File: config.mk
export PLATFORM = sky130hd
export DESIGN_NAME = packet_load_ctrl
export DESIGN_NICKNAME = d
export VERILOG_FILES = /design/src/rtl/packet_load_ctrl.sv
export SDC_FILE = /design/constraint.sdc
export NUM_CORES = 1
export LEC_CHECK = 0
export ABC_CLOCK_PERIOD_IN_PS = 3400
export CAP_MARGIN = 10
export CORE_AREA = 2 2 110 112
export DETAILED_ROUTE_END_ITERATION = 10
export DIE_AREA = 0 0 112 114
export GPL_ROUTABILITY_DRIVEN = 1
export PLACE_DENSITY = 0.75
export SYNTH_ARGS = -nofsm -noshare
export SYNTH_HDL_FRONTEND = slang
export SYNTH_SLANG_ARGS = --single-unit
File: constraint.sdc
create_clock -name clk -period 3.4 [get_ports clk]
set_clock_uncertainty 0.15 [all_clocks]
set_input_delay 0.85 -clock clk [delete_from_list [all_inputs] [get_ports clk]]
set_output_delay 0.85 -clock clk [all_outputs]
set_load 0.02 [all_outputs]
File: src/rtl/packet_load_ctrl.sv
// Packet loader: turns 3-byte UART packets into pixel RAM writes, then releases
// the CPU for one inference run each time a full frame has been accepted.
module packet_load_ctrl #(
    parameter int          NUM_PIXELS = 784,
    parameter logic [13:0] BASE_ADDR  = 14'h0000,
    parameter int          TIMEOUT    = 1024
) (
    input  logic        clk,
    input  logic        rst,
    input  logic [7:0]  rx_data,
    input  logic        rx_valid,
    output logic [13:0] ram_addr,
    output logic [23:0] ram_data_in,
    output logic        ram_we,
    output logic        cpu_rst,
    input  logic        cpu_halt,
    output logic        frame_done,
    output logic [31:0] count_packets,
    output logic [15:0] err_count,
    output logic [2:0]  state_o
);

    typedef enum logic [2:0] {
        S_B0    = 3'd0,
        S_B1    = 3'd1,
        S_B2    = 3'd2,
        S_CHECK = 3'd3,
        S_RUN   = 3'd4,
        S_DONE  = 3'd5
    } state_t;

    localparam int GW = (TIMEOUT > 1) ? $clog2(TIMEOUT) : 1;
    localparam int FW = $clog2(NUM_PIXELS + 1);
    localparam logic [GW-1:0] GAP_LAST   = GW'(TIMEOUT - 1);
    localparam logic [FW-1:0] FRAME_FULL = FW'(NUM_PIXELS);

    state_t        r_state;
    logic [7:0]    r_byte0;
    logic [7:0]    r_byte1;
    logic [GW-1:0] r_gap;
    logic [FW-1:0] r_frame_cnt;
    logic [13:0]   r_ram_addr;
    logic [23:0]   r_ram_data;
    logic          r_ram_we;
    logic          r_cpu_rst;
    logic          r_frame_done;
    logic [31:0]   r_count;
    logic [15:0]   r_err_count;

    logic [23:0] w_pkt;
    logic [2:0]  w_hdr;
    logic [9:0]  w_loc;
    logic [7:0]  w_data;
    logic [2:0]  w_ftr;
    logic        w_accept;
    logic        w_timeout;
    logic [15:0] w_err_next;

    // Packet is judged on the byte2 strobe so the write lands in the CHECK cycle.
    assign w_pkt  = {r_byte0, r_byte1, rx_data};
    assign w_hdr  = w_pkt[23:21];
    assign w_loc  = w_pkt[20:11];
    assign w_data = w_pkt[10:3];
    assign w_ftr  = w_pkt[2:0];

    assign w_accept = (w_hdr == 3'b101)
                   && (w_ftr[2] == ^w_data)
                   && (w_ftr[1] == ^w_loc)
                   && (w_ftr[0] == ^{w_data[7:4], w_loc[9:5]})
                   && (32'(w_loc) < 32'(NUM_PIXELS));

    assign w_timeout  = !rx_valid && (r_gap == GAP_LAST);
    assign w_err_next = (r_err_count == 16'hFFFF) ? r_err_count : r_err_count + 16'd1;

    // Gap counter only runs while a packet is partially received.
    always_ff @(posedge clk) begin
        if (rst || rx_valid || w_timeout || !(r_state == S_B1 || r_state == S_B2))
            r_gap <= '0;
        else
            r_gap <= r_gap + 1'b1;
    end

    always_ff @(posedge clk) begin
        if (rst) begin
            r_state      <= S_B0;
            r_byte0      <= 8'h00;
            r_byte1      <= 8'h00;
            r_frame_cnt  <= '0;
            r_ram_addr   <= 14'h0000;
            r_ram_data   <= 24'h000000;
            r_ram_we     <= 1'b0;
            r_cpu_rst    <= 1'b1;
            r_frame_done <= 1'b0;
            r_count      <= 32'd0;
            r_err_count  <= 16'd0;
        end else begin
            r_ram_we     <= 1'b0;
            r_frame_done <= 1'b0;
            case (r_state)
                S_B0: begin
                    if (rx_valid) begin
                        r_byte0 <= rx_data;
                        r_state <= S_B1;
                    end
                end
                S_B1: begin
                    if (rx_valid) begin
                        r_byte1 <= rx_data;
                        r_state <= S_B2;
                    end else if (w_timeout) begin
                        r_state <= S_B0;
                    end
                end
                S_B2: begin
                    if (rx_valid) begin
                        r_state <= S_CHECK;
                        if (w_accept) begin
                            r_ram_we    <= 1'b1;
                            r_ram_addr  <= BASE_ADDR + {4'b0000, w_loc};
                            r_ram_data  <= {16'h0000, w_data};
                            r_count     <= r_count + 32'd1;
                            r_frame_cnt <= r_frame_cnt + 1'b1;
                        end else begin
                            r_err_count <= w_err_next;
                        end
                    end else if (w_timeout) begin
                        r_state <= S_B0;
                    end
                end
                S_CHECK: begin
                    if (r_frame_cnt == FRAME_FULL) begin
                        r_state   <= S_RUN;
                        r_cpu_rst <= 1'b0;
                    end else if (rx_valid) begin
                        r_byte0 <= rx_data;
                        r_state <= S_B1;
                    end else begin
                        r_state <= S_B0;
                    end
                end
                S_RUN: begin
                    if (rx_valid)
                        r_err_count <= w_err_next;
                    if (cpu_halt) begin
                        r_state      <= S_DONE;
                        r_cpu_rst    <= 1'b1;
                        r_frame_done <= 1'b1;
                    end
                end
                S_DONE: begin
                    if (rx_valid)
                        r_err_count <= w_err_next;
                    r_frame_cnt <= '0;
                    r_state     <= S_B0;
                end
                default: r_state <= S_B0;
            endcase
        end
    end

    assign ram_addr      = r_ram_addr;
    assign ram_data_in   = r_ram_data;
    assign ram_we        = r_ram_we;
    assign cpu_rst       = r_cpu_rst;
    assign frame_done    = r_frame_done;
    assign count_packets = r_count;
    assign err_count     = r_err_count;
    assign state_o       = r_state;

endmodule

==> out/results.txt, run 1 <==
cells on worst reg2reg path = 7
GR Layer Usage met1 = 0.2748
peak supply drop = 206.0 µV
Synth Area in Adders = 0.02106
Main synth FF type = dfxtp_1
simple-gate area share of the yosys netlist = 0.2511
WL/cell = 14.84 µm
fraction of registers with async set/reset = 0
max_slew headroom = 0.5943
largest family of logic cells by synthesized area = simple AND/OR/NAND/NOR gates
Cells after DPL = 871
Non-Filler Instances = 889
reg2reg end = count_packets[29]
post-synth top area share = 0.4043
clk root buf = clkbuf_16
Crit Path Class = input port to register
DRC Markers = 0
Initial Utilization = 0.4566
total power = 2548 µW
CTS tree = done
top cells by area, synth = dfxtp_1, a21oi_1, nand2_1
final global-route overflow total = 0
mux share of post-synthesis cell area = 0.03580
Synth area leader = dfxtp_1
die width = 112 µm
ANT nets after route = 0
Vias/cell = 5.625
final WL = 13.20 mm
WP data required = 3.53 ns
flop and latch count out of synthesis = 108
max_cap viols = 0
worst reg2reg startpoint = r_byte0[2]
worst-case hold path end point = ram_addr[5]
Yosys cell types = 51
clk slew on worst S/H paths = 0.07 ns
hold path startpoint = ram_addr[5]
synthesized cell area = 0.005348 mm²
Final Setup Violations = 0
Final #Nets = 758
CP cell instances = clkdlybuf4s50_1 > xor2_2 > xnor2_1 > or3_4 > a2111o_2 > buf_12 > or4_1 > a21oi_1
Worst setup EP type = register
crit-path max FO = 14
pin count of the biggest net entering global routing = 51
worst-skew pair later-pin latency = 0.35 ns
Synth Area in Compound Gates = 0.1682
Multi-input gate area = 0.002907 mm²
M2 GR Usage = 0.3378
routed vias = 5001
post-synthesis instance total = 646
hold depth = 2
Max clock buf depth = 2
placed instance area = 0.006405 mm²
Seq/Total Area, Yosys = 0.4043
gr usage total = 0.2071
Synthesis Warnings = 0
1st-iter DRT viols = 335
Placer Congestion = 0.8155
setup bufs post-CTS = 0
register area = 0.002162 mm²
outcome = complete, no violations
design area = 0.006759 mm²
CTS sink cnt = 108
GRT Max-Usage Layer = met2
Fill cells = 1052
CP Launch Point = rx_data[5]
crit path time final = 3.283 ns
antenna violations before repair = 0
global-route wire length before repair = 22.18 mm
DP HPWL = 9.040 mm
Fmax = 304.6 MHz
number of global-route vias before repair = 4700
Final Max Tran Viols = 0
GR Util met3 = 0.03719
worst slack, placed = -0.5274 ns
Final Hold Vio Count = 0
die area = 0.01277 mm²
Buffers on Ports = 83
post-synthesis xor/xnor area fraction = 0.05077
hold buffers post-CTS = 0
share of layout cells above drive strength 1 = 0.07951
fin crit share = 0.9656
Die Ht = 114 µm
Hold Path Class = register to register
worst-margin pin slew = 0.6085 ns
Floorplan Core Area = 0.01171 mm²
cts bufs inserted = 9
drt first pass iters = 5
Critical-path top delay cell = a2111o_2
Avg Synthesized Cell Area = 8.278 µm²
htree depth = 3
top-level I/O count = 104
antenna cell count = 0
PwrDens = 376.9 mW/mm²
Final Worst Setup Slack = 0.1169 ns
RSZ-0062 raised after global routing = false
Core Rows = 40
crit start category = input port
P_leak = 0.002300 µW
CP arrival = 3.41 ns
Post-synth EDFFs = 0
critical path's largest stage delay = 0.54 ns
Area Overhead vs Synth = 26.39%
flop-to-flop setup slack = 0.42 ns
## Yosys cell counts, types with 3 or more instances
cell,number
a2111o_1,5
a2111oi_0,3
a21oi_1,72
a31oi_1,5
and2_1,3
and3_1,15
buf_4,20
clkbuf_1,30
dfxtp_1,108
ha_1,9
inv_1,18
mux2i_1,18
nand2_1,80
nand3_1,25
nand4_1,20
nand4b_1,4
nor2_1,45
nor3_1,9
nor3b_1,3
nor4_1,6
o21ai_0,27
o31ai_1,22
or3_1,20
or4_1,22
xnor2_1,19
xor2_1,5
## worst max path at each step
| stage | to | slack (ns) | depth (start not counted) |
|---|---|---|---|
| after global routing | count_packets[31] | 0.01 | 8 |
| final | count_packets[29] | 0.12 | 8 |
| after global placement | count_packets[31] | -0.50 | 8 |
| after floorplan | count_packets[24] | 0.06 | 8 |
| after detailed placement | count_packets[5] | -0.53 | 8 |
| after CTS | count_packets[9] | 0.04 | 8 |
## per-stage QoR
step	hold slack, ns	TNS [ns]	utilization
after floorplan	0.2799	0	-
after global placement	0.2935	-17.71	0.5469
after detailed placement	0.2958	-20.57	0.5469
after CTS	0.3066	0	0.5761
after global routing	0.3314	0	0.5771
final	0.3041	0	0.5771
## state kept, by name, summed over array words and instances (netlist names)
name           cells
cpu_rst            1
ram_data_in        8
frame_done         1
state_o            3
r_gap             10
err_count         16
r_byte1            8
ram_we             1
r_byte0            8
count_packets     32
r_frame_cnt       10
ram_addr          10
## cells by family (layout without fill, tap and decap cells)
kind of cell / Yosys count / after routing
other cells: 1 / 20
compound gates: 147 / 147
fa+ha+maj: 9 / 9
simple gates: 262 / 262
xor+xnor: 27 / 27
mux: 19 / 19
buf+inv: 73 / 150
flops: 108 / 108
## cell type report
class                           instances  area share
Clock inverter                          5    0.005368
Sequential cell                       108      0.3199
Inverter                               19     0.01055
Clock buffer                           11     0.03591
Tap cell                              147     0.02721
Timing Repair Buffer                  115      0.1710
Multi-Input combinational cell        484      0.4300
## repair_timing
| action | in CTS | in global routing |
|---|---|---|
| hold endpoints to repair | 0 | 0 |
| pin swaps | 3 | 2 |
| gates resized for setup | 2 | 3 |
| setup endpoints to repair | 24 | 25 |
| cloned | 2 | 0 |
## cell usage in the layout (no fill, tap or decap), types with 4 or more instances in the layout
cell	instances
buf_4	27
nand3_1	25
conb_1	20
o31ai_1	22
xor2_1	4
dfxtp_1	108
nand4_1	20
xnor2_1	19
a21oi_1	72
nand2_1	80
nor2_1	45
and3_1	15
nand4b_1	4
mux2i_1	18
a31oi_1	5
or3_1	20
nor4_1	6
ha_1	9
inv_1	18
or4_1	22
clkbuf_16	9
a2111o_1	4
o21ai_0	27
nor3_1	9
clkdlybuf4s50_1	78
## critical path: cells and delay by family
kind	cells	cell delay [ns]
AOI/OAI and AO/OA	2	0.68
xor gates and xnor gates	2	0.35
buffers and inverters	2	0.64
and+or+nand+nor	2	0.88
## per-layer routing
metal  wire length, µm  part of all wire
met5                 0                 0
met4               164             0.012
met3               628             0.048
met2              6365              0.48
met1              6039              0.46
## power breakdown
group          switching, µW  internal (µW)  leakage (µW)
clock network            476            519      0.000128
logic                    143            111       0.00130
registers               18.9           1280      0.000872
No activity file was read; power rests on OpenSTA's default activity.
==> run 2, diff against run 1 <==
- ABC_AREA: unset -> 1
- CORE_AREA: 2 2 110 112 -> 2 2 116 118
- DIE_AREA: 0 0 112 114 -> 0 0 118 120
- MAX_ROUTING_LAYER: unset -> met4
==> run 2 against run 1 <==
Worst hold slack is essentially flat. Sequential share of layout area shrank 2.1 points. Highest routed layer unchanged. Power grew 6.4%. Sequential power is essentially flat. Area after synthesis grew 13%. Critical endpoint is now count_packets[7]. Non-clock buffer count shrank 26. Cell count grew 28%. Clock power grew 8%. Setup slack gained 0.52 ns.
==> out/results.txt, run 2 <==
CP cell instances = clkdlybuf4s50_1 > xor2_1 > inv_1 > nand2_1 > nand2_1 > inv_1 > nand2_1 > nand2_2 > nand4_4 > inv_6 > a21oi_1 > nor3_1
CP Launch Point = rx_data[7]
worst-margin pin slew = 0.5375 ns
Floorplan Core Area = 0.01298 mm²
Area Overhead vs Synth = 19.55%
RSZ-0062 raised after global routing = false
antenna cell count = 0
number of gates resized after cts = 0
Synth area leader = dfxtp_1
flop and latch count out of synthesis = 108
Core Rows = 42
CTS tree = done
crit path time final = 2.762 ns
post-synth top area share = 0.3574
top cells by count, synth = nand2_1, dfxtp_1, inv_1, nor2_1, a21oi_1
clk slew on worst S/H paths = 0.07 ns
Max clock buf depth = 2
CP arrival = 2.89 ns
Placer Congestion = 0.9574
global-route wire length before repair = 24.01 mm
Avg Synthesized Cell Area = 6.828 µm²
most frequent cell after synthesis = nand2_1
drt first pass iters = 4
Fmax = 362.1 MHz
top-level I/O count = 104
crit start category = input port
WP data required = 3.52 ns
Final #Nets = 982
most frequent cells in the layout = nand2_1, dfxtp_1, inv_1
critical path's largest stage delay = 0.55 ns
final WL = 14.53 mm
htree depth = 3
synthesized cell area = 0.006050 mm²
Crit Path Class = input port to register
WL/cell = 12.72 µm
die width = 118 µm
leading cell type in the layout, fill and taps excluded = nand2_1
Synthesis Warnings = 0
antenna violations before repair = 0
Initial Utilization = 0.4661
fin crit share = 0.8123
Critical-path top delay cell = clkdlybuf4s50_1
fin util = 0.5572
setup bufs post-CTS = 0
worst reg2reg startpoint = state_o[2]
cts bufs inserted = 9
Post-synth EDFFs = 0
Die Ht = 120 µm
die area = 0.01416 mm²
max reg flops = 32
largest delay contributor family on the critical path = buffers and inverters
Worst Path Buf+Inv = 4
Buffers on Ports = 83
Yosys cell types = 41
fraction of registers with async set/reset = 0
ANT nets after route = 0
Worst path most repeated cell = nand2_1
gr usage total = 0.2118
setup TNS = 0 ns
Main synth FF type = dfxtp_1
post-synthesis instance total = 886
Worst setup EP type = register
max_cap viols = 0
routed vias = 5782
peak supply drop = 203.8 µV
Final Max Tran Viols = 0
P_leak = 0.002673 µW
DP HPWL = 10.66 mm
crit-path max FO = 37
hold buffers post-CTS = 0
DRC Markers = 0
Seq/Total Area, Yosys = 0.3574
Final Setup Violations = 0
number of global-route vias before repair = 5118
Hold Path Class = register to register
outcome = complete, no violations
Final Hold Vio Count = 0
PwrDens = 374.9 mW/mm²
worst-skew pair later-pin latency = 0.36 ns
share of layout cells above drive strength 1 = 0.05797
pin count of the biggest net entering global routing = 55
clk root buf = clkbuf_16
1st-iter DRT viols = 327
CTS sink cnt = 108
Vias/cell = 5.063
final global-route overflow total = 0
hold path startpoint = r_byte0[5]
top cells by area, synth = dfxtp_1, nand2_1, inv_1
max_slew headroom = 0.6384
run 2: cell count changes after synthesis, sizes merged, moves of 19 or more:
cell   change
nand2    +118
inv       +94
nand3     +40
o21ai     +40
nor2      +35
nor3      +30
o31ai     -22
or4       -22
or3       -21
xor2      +19
run 2: worst register-to-register path: stages (launching register included):
cell	delay, ns
dfxtp_1	0.45
inv_2	0.09
nand3_2	0.29
clkinv_1	0.51
nand2_1	0.47
nand2_2	0.22
o21ai_0	0.19
inv_1	0.05
nor2_1	0.08
run 2: through the flow:
stage / hold WS (ns) / instances / area, µm² / setup WS [ns] / power, µW
floorplan: 0.2676 / 905 / 6121 / 1.016 / 1608
global placement: 0.2822 / 1126 / 6928 / 0.2979 / 1662
detailed placement: 0.2959 / 1126 / 6928 / 0.2685 / 1670
CTS: 0.3068 / 1142 / 7232 / 0.6418 / 2734
global route: 0.3375 / 1142 / 7232 / 0.3851 / 2840
finish: 0.3041 / 1142 / 7232 / 0.6383 / 2711
run 2: path summary, 6_finish.rpt:
kind	endpoint	slack [ns]	depth (start not counted)
max	count_packets[7]	0.64	12
min	r_byte0[5]	0.30	2
max reg2reg	r_frame_cnt[7]	0.84	8
min reg2reg	r_byte0[5]	0.30	2
run 2: layout make-up:
cell class | instances | area (µm²)
multi-input cells | 640 | 3241
fillers | 1283 | 5748
inverters | 113 | 429.2
repair buffers | 89 | 875.8
clock inverters | 5 | 61.31
well taps | 176 | 220.2
clock buffers | 11 | 242.7
flip-flops and latches | 108 | 2162
run 2: cells by family (layout without fill, tap and decap cells):
| family | Yosys count | count (layout) | synth area share |
|---|---|---|---|
| simple gates | 418 | 418 | 0.3125 |
| fa+ha+maj | 9 | 9 | 0.01861 |
| flops | 108 | 108 | 0.3574 |
| xor+xnor | 37 | 37 | 0.05357 |
| other cells | 1 | 20 | 0.0006199 |
| compound gates | 156 | 156 | 0.1386 |
| buf+inv | 157 | 218 | 0.1187 |
run 2: where the power goes:
| part | total, µW | switching, µW | internal [µW] |
|---|---|---|---|
| sequential | 1310 | 22.6 | 1290 |
| combinational | 334 | 228 | 106 |
| clock | 1070 | 475 | 593 |
| total | 2710 | 726 | 1990 |
run 2: routing by layer:
layer,share of wire,global-route usage,wire length [µm]
met1,0.47,0.2718,6844
met4,0.022,0.08810,320
met3,0.059,0.04040,855
met2,0.45,0.3292,6508
met5,0,-,0
